File: config.mk
export PLATFORM = sky130hd
export DESIGN_NAME = clock_divider_bank
export DESIGN_NICKNAME = d
export VERILOG_FILES = /design/src/rtl/clock_divider_bank.sv
export SDC_FILE = /design/constraint.sdc
export NUM_CORES = 1
export LEC_CHECK = 0
export ABC_AREA = 1
export BUFFER_PORTS_ARGS = -buffer_cell sky130_fd_sc_hd__buf_2
export CORE_ASPECT_RATIO = 1.2
export CORE_MARGIN = 2
export CORE_UTILIZATION = 35
export CTS_BUF_LIST = sky130_fd_sc_hd__clkbuf_4 sky130_fd_sc_hd__clkbuf_8
export CTS_CLUSTER_SIZE = 16
export DETAILED_ROUTE_END_ITERATION = 10
export PLACE_DENSITY = 0.58
export SYNTH_ARGS = -nofsm -noshare
export SYNTH_HDL_FRONTEND = slang
export SYNTH_SLANG_ARGS = --single-unit
File: constraint.sdc
create_clock -name clk -period 2.2 [get_ports clk]
set_input_delay 0.11 -clock clk [delete_from_list [all_inputs] [get_ports clk]]
set_output_delay 0.11 -clock clk [all_outputs]
set_load 0.01 [all_outputs]
File: src/rtl/clock_divider_bank.sv
// Bank of programmable 50%-duty clock dividers with per-channel tick strobes.
// Optional phase-sync input enabled by defining CLOCK_DIVIDER_BANK_PHASE_SYNC_EN.
module clock_divider_bank #(
    parameter int CHANNELS    = 4,
    parameter int DIV_W       = 8,
    parameter int DEFAULT_DIV = 1,
    localparam int CH_W       = (CHANNELS > 1) ? $clog2(CHANNELS) : 1
) (
    input  logic                clk,
    input  logic                rst,
    input  logic [CHANNELS-1:0] en,
    input  logic                cfg_wr,
    input  logic [CH_W-1:0]     cfg_ch,
    input  logic [DIV_W-1:0]    cfg_div,
`ifdef CLOCK_DIVIDER_BANK_PHASE_SYNC_EN
    input  logic                sync,
`endif
    output logic                cfg_ack,
    output logic                cfg_err,
    output logic [CHANNELS-1:0] clk_out,
    output logic [CHANNELS-1:0] tick
);

    localparam logic [DIV_W-1:0] DEF_D  = DIV_W'(DEFAULT_DIV);
    localparam logic [CH_W:0]    NUM_CH = (CH_W + 1)'(CHANNELS);

    logic ch_ok;
    logic sync_s;
    logic cfg_ack_q, cfg_ack_d;
    logic cfg_err_q, cfg_err_d;

    // Extra top bit keeps the range check meaningful for power-of-two banks.
    assign ch_ok = {1'b0, cfg_ch} < NUM_CH;

`ifdef CLOCK_DIVIDER_BANK_PHASE_SYNC_EN
    assign sync_s = sync;
`else
    assign sync_s = 1'b0;
`endif

    always_comb begin
        cfg_ack_d = cfg_wr & ch_ok;
        cfg_err_d = cfg_wr & ~ch_ok;
    end

    always_ff @(posedge clk) begin
        if (rst) begin
            cfg_ack_q <= 1'b0;
            cfg_err_q <= 1'b0;
        end else begin
            cfg_ack_q <= cfg_ack_d;
            cfg_err_q <= cfg_err_d;
        end
    end

    assign cfg_ack = cfg_ack_q;
    assign cfg_err = cfg_err_q;

    for (genvar g = 0; g < CHANNELS; g++) begin : g_ch
        logic [DIV_W-1:0] cnt_q, cnt_d;
        logic [DIV_W-1:0] div_q, div_d;
        logic [DIV_W-1:0] pend_q, pend_d;
        logic             pend_valid_q, pend_valid_d;
        logic             clk_q, clk_d;
        logic             tick_q, tick_d;
        logic             wr_hit;
        logic             wrap;

        assign wr_hit = cfg_wr & ch_ok & (cfg_ch == CH_W'(g));
        assign wrap   = en[g] & (cnt_q == div_q);

        always_comb begin
            cnt_d        = cnt_q;
            div_d        = div_q;
            pend_d       = pend_q;
            pend_valid_d = pend_valid_q;
            clk_d        = clk_q;
            tick_d       = 1'b0;
            if (sync_s) begin
                cnt_d = '0;
                clk_d = 1'b0;
                if (pend_valid_q) begin
                    div_d        = pend_q;
                    pend_valid_d = 1'b0;
                end
            end else if (en[g]) begin
                if (wrap) begin
                    cnt_d  = '0;
                    clk_d  = ~clk_q;
                    tick_d = 1'b1;
                    // New divisor only lands on a period boundary.
                    if (pend_valid_q) begin
                        div_d        = pend_q;
                        pend_valid_d = 1'b0;
                    end
                end else begin
                    cnt_d = cnt_q + 1'b1;
                end
            end else if (pend_valid_q) begin
                div_d        = pend_q;
                pend_valid_d = 1'b0;
                cnt_d        = '0;
            end
            // A write on the applying edge stays pending for the next wrap.
            if (wr_hit) begin
                pend_d       = cfg_div;
                pend_valid_d = 1'b1;
            end
        end

        always_ff @(posedge clk) begin
            if (rst) begin
                cnt_q        <= '0;
                div_q        <= DEF_D;
                pend_q       <= '0;
                pend_valid_q <= 1'b0;
                clk_q        <= 1'b0;
                tick_q       <= 1'b0;
            end else begin
                cnt_q        <= cnt_d;
                div_q        <= div_d;
                pend_q       <= pend_d;
                pend_valid_q <= pend_valid_d;
                clk_q        <= clk_d;
                tick_q       <= tick_d;
            end
        end

        assign clk_out[g] = clk_q;
        assign tick[g]    = tick_q;
    end

endmodule

==> results of run 1 <==
[through the flow]
| stage | hold WS (ps) | area, um^2 | util | power (W) | setup WS (ps) |
|---|---|---|---|---|---|
| after global placement | 413 | 5390 | 0.372 | 0.00270 | 729 |
| final | 31.8 | 5570 | 0.385 | 0.00387 | 692 |
| after detailed placement | 410 | 5390 | 0.372 | 0.00270 | 710 |
| after CTS | 11.5 | 5570 | 0.385 | 0.00392 | 688 |
| after floorplan | 245 | 5220 | - | 0.00261 | 857 |
| after global routing | 47.2 | 5570 | 0.385 | 0.00407 | 538 |
[placed cells by master (no fill, tap or decap)]
master / Yosys / layout
buf_12: 2 / 1
nor3_1: 1 / 1
nand3_1: 72 / 72
nand2_4: 6 / 6
nand2_8: 2 / 2
inv_1: 77 / 77
bufinv_16: 0 / 1
nand2_1: 139 / 139
conb_1: 1 / 1
nor2_1: 52 / 52
ha_1: 4 / 4
buf_4: 12 / 6
xor2_1: 3 / 3
nor2_4: 3 / 3
o211ai_1: 1 / 1
a21oi_2: 13 / 13
a21oi_1: 86 / 86
buf_2: 2 / 25
inv_2: 3 / 4
nand4_1: 22 / 22
clkbuf_4: 0 / 2
xnor2_1: 21 / 21
o21ai_0: 47 / 47
clkinv_2: 0 / 1
o31ai_1: 1 / 1
clkbuf_8: 1 / 9
nor2_2: 5 / 5
dfxtp_1: 109 / 109
nand3b_1: 1 / 1
clkinvlp_4: 0 / 2
[sequential cells by signal, indices dropped and copies added, names as in the netlist]
signal / cells
g_ch.cnt_q: 32
g_ch.div_q: 32
g_ch.pend_q: 32
g_ch.clk_q: 4
g_ch.pend_valid_q: 4
g_ch.tick_q: 4
cfg_ack: 1
[cells by family (layout without fill, tap and decap cells)]
kind of cell	Yosys count	after routing
buffers and inverters	122	128
and+or+nand+nor	303	303
xor gates and xnor gates	24	24
DFF	109	109
other	1	1
adders and majority gates	4	4
AOI/OAI and AO/OA	148	148
[report_power, final]
group / internal [W] / switching (W) / total [W]
logic: 0.000181 / 0.000358 / 0.000539
clock network: 0.000545 / 0.000671 / 0.00122
registers: 0.00206 / 0.0000560 / 0.00211
[final timing paths]
check                    start                end  slack (ps)  cells past startpoint
max           g_ch[3].cnt_q[6]   g_ch[3].div_q[0]         690                      8
min                 cfg_div[0]  g_ch[0].pend_q[0]          30                      3
max reg2reg   g_ch[3].cnt_q[6]   g_ch[3].div_q[0]         690                      8
min reg2reg  g_ch[0].pend_q[4]  g_ch[0].pend_q[4]         450                      2
[cell type report]
| type | count | area share |
|---|---|---|
| clock buffers | 11 | 0.0249 |
| clock inverters | 4 | 0.00898 |
| multi-input cells | 480 | 0.441 |
| well taps | 200 | 0.0449 |
| flip-flops and latches | 109 | 0.391 |
| inverters | 81 | 0.0545 |
| repair buffers | 32 | 0.0341 |
[worst register-to-register path: cells and delay by family (launching register included)]
kind / cells / cell delay, ps
XOR/XNOR: 1 / 140
flip-flops: 1 / 450
AND/OR/NAND/NOR: 7 / 780
[routing by layer]
| metal | global-route usage | vias up |
|---|---|---|
| li1 | - | 2307 |
| met1 | 0.191 | 1918 |
| met2 | 0.227 | 52 |
| met3 | 0.0229 | 10 |
| met4 | 0.0582 | 0 |
| met5 | 0 | - |
==> impl_metrics.ini, run 1 <==
[yosys]
synth_cell_types = 30
synthTopCellsByCount = 139 x nand2_1, 109 x dfxtp_1, 86 x a21oi_1, 77 x inv_1, 72 x nand3_1
synth_edf_count = 0
yosysMostFrequentCell = nand2_1
synth.top_cell.area_share = 0.418
avgSynthCellArea_um2 = 7.34
syn_inst = 711
syn_nets = 732
synth-warning-count = 0
synth_compound_area_frac = 0.152
muxShareOfSynthArea = 0
synthFlopType = dfxtp_1
ys_ff_latch = 109
synth_area_leaders = dfxtp_1 42%, nand2_1 10%, a21oi_1 8.2%, nand3_1 6.9%, inv_1 5.5%
synth_xor_area_frac = 0.0403
yosys.area_share.simple = 0.268
async_flop_share = 0
synth_area_um2 = 5220
synthAdderAreaFrac = 0.00959
synth_area_leader_cell = dfxtp_1
synth_top_family_by_area = simple AND/OR/NAND/NOR gates
ys_seq_area_frac = 0.418

[routing]
wl_um = 10800
drt_iter0_drc = 180
met3WireLength_um = 305
vias = 4287
wl_met2_um = 4950
routedLengthMet1_um = 5390
top_layer = met4
drt-wirelength-per-cell_um = 11.8
vias_per_cell = 4.68
ant_nets = 0
drt_first_pass_iters = 5
drc = 0

[layout]
fillers = 1560
seqCellArea_um2 = 2180
final_cells = 917
num_antenna_cells = 0
area_delta_synth_final_pct = 6.81
fin_nets = 734
layout-drive-gt1-share = 0.112
multi_input_area_um2 = 2460

[cts]
clk_path_buf_depth = 2
root_buffer = clkbuf_8
clk_latency_ps = 370
cts_resized = 0
holdBufCountCts = 0
cts_tree = built
cts_buffers = 9
postCtsSetupBuffers = 0
ctsHtreeMaxLevel = 3
clock_sinks = 109
clkTransAtPathRegs_ps = 100

[critical_path]
cp_data_arrival_time_ps = 1750
critPathSlowestCell = dfxtp_1
path_class = register to register
end_kind = register
crit_path_max_fanout = 17
cp_cell_sequence = xnor2_1 -> nand2_1 -> nor2_2 -> nand2_4 -> nand2_4 -> nand2_1 -> nand2_1 -> nand3_1
startpoint_type = register
path_buf_inv = 0
critPathMaxStageDelay_ps = 450
cp_top_family = simple AND/OR/NAND/NOR gates
required_ps = 2440
worst_path_most_repeated_cell = nand2_1

[floorplan]
fp.dieW_um = 115
core_um2 = 14500
start_util = 0.361
placementRows = 48
die-area_um2 = 15900
die_y_um = 138
ios = 27

[sta]
tns_ps = 0
setup_viol = 0
skew_ps = 11.2
tightestPinTransition_ps = 574
hold_viol = 0
timing.fmax_mhz = 663
final_max_slew_viol_count = 0
slew_headroom = 0.616
grt_setup_unrepaired = false
period_minus_slack_ps = 1510
finalCritPeriodShare = 0.685

[power_and_ir_drop]
p_leak_nw = 2.13
p_per_area_nw_per_um2 = 694
vdd_drop_max_mv = 0.264

[placement]
placed_cells = 902
routabilityCongestion = 0.797
io_buffer_count = 25
dp_hpwl_um = 7150

[worst_hold_path]
min_path_type = input pin to register

[grt]
antenna_found_initial = 0
grt_pass1_vias = 3834
grt_max_degree = 59
grt_first_pass_wirelength_um = 18100
grt_use_total = 0.142
grt_overflow = 0

[run]
drv_cap = 0

[outcome]
status = complete, no violations
Note: power is estimated with default switching activity, not from simulation.
==> inputs of run 2 (changes only) <==
Clock period 2.2 ns to 1.5 ns, I/O delays scaled along.
==> impl_metrics.ini, run 2 (same netlist as run 1, synthesis figures left out) <==
[outcome]
status = complete, no violations

[critical_path]
startpoint_type = register
end_kind = register
path_class = register to register
crit_path_max_fanout = 9
reg2reg_depth = 9
reg2reg_slack_ps = 120
cp_data_arrival_time_ps = 1660
required_ps = 1780
timing.rr.start = g_ch[0].cnt_q[0]
r2r_end = g_ch[0].div_q[7]

[cts]
clock_sinks = 109
ctsHtreeMaxLevel = 3
clk_latency_ps = 380
clkTransAtPathRegs_ps = 90
cts_tree = built
clk_path_buf_depth = 2
cts_buffers = 9
root_buffer = clkbuf_8

[routing]
vias_per_cell = 4.67
drt-wirelength-per-cell_um = 12.0
drt_first_pass_iters = 7
drc = 0
vias = 4412
ant_nets = 0
wl_um = 11300
drt_iter0_drc = 167

[sta]
setup_viol = 0
final_max_slew_viol_count = 0
skew_ps = 10.7
fin_ws_ps = 117
hold_viol = 0
period_minus_slack_ps = 1380
tns_ps = 0
finalCritPeriodShare = 0.922
timing.fmax_mhz = 723

[worst_hold_path]
hp-start = cfg_wr
min_path_type = input pin to register
hold_end = cfg_ack
hold_path_depth = 3

[placement]
preCtsSetupSlack_ps = 61.7
dp_hpwl_um = 7450
placed_cells = 922
routabilityCongestion = 0.835
io_buffer_count = 25

[power_and_ir_drop]
total_power_w = 0.00565
p_leak_nw = 2.28
vdd_drop_max_mv = 0.731
p_per_area_nw_per_um2 = 970

[floorplan]
die-area_um2 = 15900
core_um2 = 14500
start_util = 0.361
die_y_um = 138
ios = 27
placementRows = 48
fp.dieW_um = 115

[layout]
num_antenna_cells = 0
reg_top3 = g_ch.cnt_q (32), g_ch.div_q (32), g_ch.pend_q (32)
fillers = 1556
area_delta_synth_final_pct = 11.7
final_cell_mix = 138 x nand2_1, 100 x dfxtp_1, 85 x a21oi_1
layout_commonest_cell = nand2_1
final_cells = 944
fin_nets = 761
layout-drive-gt1-share = 0.157

[grt]
grt_overflow = 0
grt_first_pass_wirelength_um = 18600
antenna_found_initial = 0
grt_use_total = 0.147
grt_pass1_vias = 3958
grt_max_degree = 35

[run]
drv_cap = 0
[run 2: final cells by class]
cell class	count	area (um^2)	share of cell area
inverters	81	304	0.0522
well taps	200	250	0.0429
multi-input cells	482	2510	0.431
clock inverters	4	25.0	0.00429
repair buffers	57	395	0.0679
clock buffers	11	145	0.0249
flip-flops and latches	109	2190	0.376
[run 2: how the worst max path moves through the flow]
stage,cells past startpoint,to,start,slack [ps]
2_1_floorplan,12,g_ch[2].div_q[0],g_ch[2].cnt_q[4],160
3_3_place_gp,9,g_ch[2].div_q[5],g_ch[2].cnt_q[4],100
3_5_place_dp,9,g_ch[2].div_q[7],g_ch[2].cnt_q[4],60
4_1_cts,9,g_ch[2].div_q[7],g_ch[2].cnt_q[4],40
5_1_grt,10,g_ch[2].div_q[0],g_ch[2].cnt_q[5],-5
6_report,9,g_ch[0].div_q[7],g_ch[0].cnt_q[0],120
[run 2: through the flow]
stage	utilization	cell area [um^2]	hold WS, ps
finish	0.403	5830	30.5
floorplan	-	5220	210
detailed placement	0.383	5550	381
global placement	0.383	5550	359
global route	0.403	5830	46.9
CTS	0.396	5740	2.03
[run 2: timing repair]
action                                  CTS  global route
endpoints found under the hold margin     3             0
setup buffers                             0             3
hold buffers                              2             0
endpoints found under the setup margin    0            39
resized for setup                         0            16
[run 2: per-layer routing]
layer,up-vias,global-route usage,part of all wire
met1,1971,0.191,0.49
met5,-,0,0
met3,12,0.0330,0.038
li1,2366,-,-
met2,63,0.237,0.45
met4,0,0.0576,0.019
[run 2: power breakdown]
group | internal (W) | leakage [nW] | switching (W)
clock | 0.000654 | 0.0846 | 0.000992
sequential | 0.00302 | 0.891 | 0.0000763
combinational | 0.000334 | 1.30 | 0.000577
total | 0.00401 | 2.28 | 0.00164
[run 2: critical path, stage by stage, from the launching register on]
cell and delay (ps):
dfxtp_1 430, inv_2 80, nand2_1 60, nand2_1 50, nand2_1 130, nor2_4 60, nand2_4 150, nand2_4 130
a21oi_2 150, nor2_1 50
